<file path="src/rtl/array_unpack_pkg.sv">
// Shared array message type and the unpacker's FSM state encoding.
package top_level_types;
    typedef logic signed [31:0] int_2 [2];
endpackage

package array_unpack_pkg;
    typedef enum logic [1:0] {
        READ  = 2'd0,
        EMIT0 = 2'd1,
        EMIT1 = 2'd2
    } unpack_state_t;
endpackage

</file>
<file path="src/rtl/array_unpack.sv">
// Takes one two-element array and re-emits its elements one per transfer,
// FIRST_IDX first, over a blocking sync/notify output port.
module array_unpack
    import top_level_types::*;
    import array_unpack_pkg::*;
#(
    parameter int FIRST_IDX = 0
) (
    input  logic               clk,
    input  logic               rst,
    input  int_2               arr_in,
    input  logic               arr_in_sync,
    output logic               arr_in_notify,
    output logic signed [31:0] val_out,
    input  logic               val_out_sync,
    output logic               val_out_notify,
    output logic [1:0]         state_dbg
);

    localparam logic FIRST_SEL  = FIRST_IDX[0];
    localparam logic SECOND_SEL = ~FIRST_SEL;

    unpack_state_t state_q, state_d;
    int_2          buf_q;
    logic          in_xfer, out_xfer;

    // Handshake: a transfer happens on a rising edge where notify (from the
    // block offering or asking) and sync (from the peer) are both high; a sync
    // seen without its notify is ignored. All outputs are registered.
    assign in_xfer   = arr_in_notify && arr_in_sync;
    assign out_xfer  = val_out_notify && val_out_sync;
    assign state_dbg = state_q;

    always_comb begin
        state_d = state_q;
        case (state_q)
            READ:    if (in_xfer)  state_d = EMIT0;
            EMIT0:   if (out_xfer) state_d = EMIT1;
            EMIT1:   if (out_xfer) state_d = READ;
            default: state_d = READ;
        endcase
    end

    always_ff @(posedge clk or negedge rst) begin
        if (!rst) begin
            state_q        <= READ;
            buf_q          <= '{default: '0};
            val_out        <= '0;
            val_out_notify <= 1'b0;
            arr_in_notify  <= 1'b1;
        end else begin
            state_q <= state_d;
            case (state_q)
                READ: begin
                    if (in_xfer) begin
                        buf_q          <= arr_in;
                        val_out        <= arr_in[FIRST_SEL];
                        val_out_notify <= 1'b1;
                        arr_in_notify  <= 1'b0;
                    end
                end
                EMIT0: begin
                    if (out_xfer) begin
                        val_out <= buf_q[SECOND_SEL];
                    end
                end
                EMIT1: begin
                    // Last element taken: hand the port back to the producer.
                    if (out_xfer) begin
                        val_out_notify <= 1'b0;
                        arr_in_notify  <= 1'b1;
                    end
                end
                default: begin
                    val_out_notify <= 1'b0;
                    arr_in_notify  <= 1'b1;
                end
            endcase
        end
    end

endmodule

</file>
<file path="config.mk">
export PLATFORM = sky130hd
export DESIGN_NAME = array_unpack
export DESIGN_NICKNAME = d
export VERILOG_FILES = /design/src/rtl/array_unpack_pkg.sv /design/src/rtl/array_unpack.sv
export SDC_FILE = /design/constraint.sdc
export NUM_CORES = 1
export LEC_CHECK = 0
export ABC_AREA = 0
export BUFFER_PORTS_ARGS = -buffer_cell sky130_fd_sc_hd__buf_4
export CAP_MARGIN = 15
export CORE_MARGIN = 2
export CORE_UTILIZATION = 54
export DETAILED_ROUTE_END_ITERATION = 16
export GPL_ROUTABILITY_DRIVEN = 0
export PLACE_DENSITY = 0.92
export SLEW_MARGIN = 20
export SYNTH_ARGS = -nofsm -noshare
export SYNTH_HDL_FRONTEND = slang
export SYNTH_SLANG_ARGS = --single-unit
</file>
<file path="constraint.sdc">
create_clock -name clk -period 2.78 [get_ports clk]
set_input_delay 0.139 -clock clk [delete_from_list [all_inputs] [get_ports clk]]
set_output_delay 0.139 -clock clk [all_outputs]
set_load 0.1 [all_outputs]
</file>
==> results.py <==
metrics = {
    "outcome": {
        "status": "finished clean",
    },
    "detailed_routing": {
        "firstDrtPassIters": 4,
        "vias": 1939,
        "drc_errors": 0,
        "wl_um": 6440,
        "drt-initial-drc-count": 79,
        "ant_nets": 0,
        "via_per_inst": 5.23,
        "routedWlPerCell_um": 17.4,
    },
    "timing": {
        "final_max_slew_viol_count": 0,
        "rsz0062_at_grt": "false",
        "setup_viol": 0,
        "fmax_mhz": 510,
        "tns_ns": 0,
        "holdWs_ns": 0.0360,
        "hold_viol_final": 0,
        "worst_pin_slew_ns": 0.839,
        "fin_skew_ns": 0.00723,
        "slew_headroom_pct": 44.0,
        "min_period_ns": 1.96,
        "fin_crit_sh_pct": 70.6,
    },
    "cells_and_area": {
        "multi_input_area_um2": 1310,
        "ff_latch_area_um2": 1700,
        "syn2layout_area_growth_pct": 32.9,
        "antenna_cells": 0,
        "nFillCells": 376,
        "nets": 363,
        "drive_gt1_share_pct": 71.6,
        "final_area_um2": 4080,
    },
    "cts": {
        "cts_tree": "yes",
        "cts_resized": 0,
        "cts_hold_buf": 1,
        "htree_levels": 3,
        "ctsLongestPathBuffers": 2,
        "clk_latency_ns": 0.33,
        "cts_setup_buffers": 0,
        "numCtsBuffers": 9,
        "clock_sinks": 68,
        "clk_pin_slew_ns": 0.07,
        "root_buffer": "clkbuf_8",
    },
    "global_routing": {
        "grt_util_met2_pct": 38.2,
        "grt_pass1_wl_um": 10400,
        "grt_max_degree": 69,
        "grt_pass1_vias": 2099,
        "grt_use_total_pct": 22.3,
        "antenna_found_initial": 0,
        "gr-total-overflow": 0,
        "grt-busiest-layer": "met2",
        "met3_usage_pct": 4.19,
        "use_met1_pct": 27.1,
    },
    "power_and_ir_drop": {
        "seqPwrFrac_pct": 54.6,
        "irDropWorstVdd_v": 0.000297,
        "sw_frac_of_total_pct": 20.9,
        "power_frac_clock_pct": 38.8,
        "p_leak_uw": 0.00211,
        "p_switching_uw": 378,
        "internal_power_uw": 1430,
        "combPwrFrac_pct": 6.5,
        "power-per-cell-area_nw_per_um2": 444,
    },
    "worst_setup_path": {
        "crit_fanout": 32,
        "crit_type": "reg -> reg",
        "crit_required_ns": 2.99,
        "rrSetupSlack_ns": 0.82,
        "crit_arrival_ns": 2.17,
        "start_kind": "register",
        "end_kind": "register",
    },
    "synthesis": {
        "synth_cell_type_count": 18,
        "avgSynthCellArea_um2": 16.3,
        "syn_inst": 188,
        "synth-seq-area-share_pct": 55.5,
        "synth_fp_nets": 256,
        "synth_seq_cells": 68,
        "yosysWarnings": 0,
        "syn_area_um2": 3070,
    },
    "die": {
        "die_h_um": 79.4,
        "dieArea_um2": 6300,
        "start_util_pct": 55.7,
        "num_io_pins": 104,
        "placementRows": 27,
        "core_area_um2": 5510,
        "die_w_um": 79.4,
    },
    "placement": {
        "place_area_um2": 3900,
        "dpl.hpwl_um": 4470,
        "port_buffers": 103,
    },
    "min_path": {
        "hp-class": "in -> reg",
    },
    "job": {
        "maxCapViolCount": 0,
    },
}
[layout by cell type (no fill, tap or decap), types with 2 or more instances in the layout]
master    netlist  routed
clkinv_2        0       2
mux2_2         61      61
clkbuf_8        0      11
clkbuf_1        0       2
a21o_1          2       2
dfrtp_1        67      67
mux2_1          5       5
mux2_4         30      30
a21oi_1         3       3
buf_4           2     106
[final cells by class]
cell class,instances,share of cell area [%]
flip-flops and latches,68,41.8
inverters,1,0.0921
clock inverters,2,0.246
repair buffers,107,19.8
well taps,72,2.21
multi-input cells,108,32.0
clock buffers,13,3.90
[kinds of logic (layout without fill, tap and decap cells)]
family          count (synthesis)  after routing  synth area share [%]
compound gates                  8              8                  2.04
flops                          68             68                  55.5
buf+inv                        12            123                  2.69
mux                            96             96                  38.9
simple gates                    4              4                 0.857
[cells in the mapped netlist]
| cell | number | area (um^2) |
|---|---|---|
| dfrtp_1 | 67 | 1680 |
| mux2_2 | 61 | 687 |
| mux2_4 | 30 | 450 |
| buf_2 | 6 | 30.0 |
| mux2_1 | 5 | 56.3 |
| a21oi_1 | 3 | 15.0 |
| buf_6 | 3 | 33.8 |
| a21o_1 | 2 | 15.0 |
| buf_4 | 2 | 15.0 |
| a31o_4 | 1 | 17.5 |
| a32o_1 | 1 | 10.0 |
| dfstp_2 | 1 | 26.3 |
| inv_1 | 1 | 3.75 |
| nand2_1 | 1 | 3.75 |
| nand2b_1 | 1 | 6.26 |
| nor2b_1 | 1 | 6.26 |
| nor4bb_1 | 1 | 10.0 |
| o21ai_0 | 1 | 5.00 |
[state kept, by name, summed over array words and instances, names as in the netlist]
name            cells
state_dbg           2
val_out_notify      1
arr_in_notify       1
val_out            32
buf_q              32
[worst max-delay path: stages (launching register included)]
cell and delay [ns]:
dfrtp_1 0.48, nor4bb_4 0.38, a31o_4 0.57, mux2_2 0.41
[final timing paths]
| check | startpoint | endpoint | cells past startpoint |
|---|---|---|---|
| min in group asynchronous | rst | val_out[5] | 2 |
| max reg2reg | state_dbg[1] | val_out[6] | 3 |
| min | arr_in[30] | buf_q[30] | 2 |
| min reg2reg | arr_in_notify | arr_in_notify | 2 |
| max | state_dbg[1] | val_out[6] | 3 |
| max in group asynchronous | rst | buf_q[1] | 2 |
[metal layers]
layer	up-vias	wire, um
met5	-	0
met4	0	164
met3	13	308
met2	69	3270
met1	973	2700
li1	884	-
[power groups by stage]
stage / clock (uW) / sequential, uW / combinational [uW]
floorplan: 0 / 1010 / 22.4
global placement: 0 / 1010 / 116
detailed placement: 0 / 1010 / 120
CTS: 722 / 989 / 121
global route: 771 / 988 / 130
finish: 703 / 989 / 119
[per-stage QoR]
| stage | setup WS [ns] | cells | utilization [%] | total power, uW |
|---|---|---|---|---|
| finish | 0.817 | 371 | 74.0 | 1810 |
| global placement | 0.878 | 355 | 70.8 | 1120 |
| CTS | 0.794 | 371 | 74.0 | 1830 |
| global route | 0.720 | 371 | 74.0 | 1890 |
| detailed placement | 0.814 | 355 | 70.8 | 1130 |
| floorplan | 0.500 | 188 | - | 1030 |
Note: power is estimated with default switching activity, not from simulation.
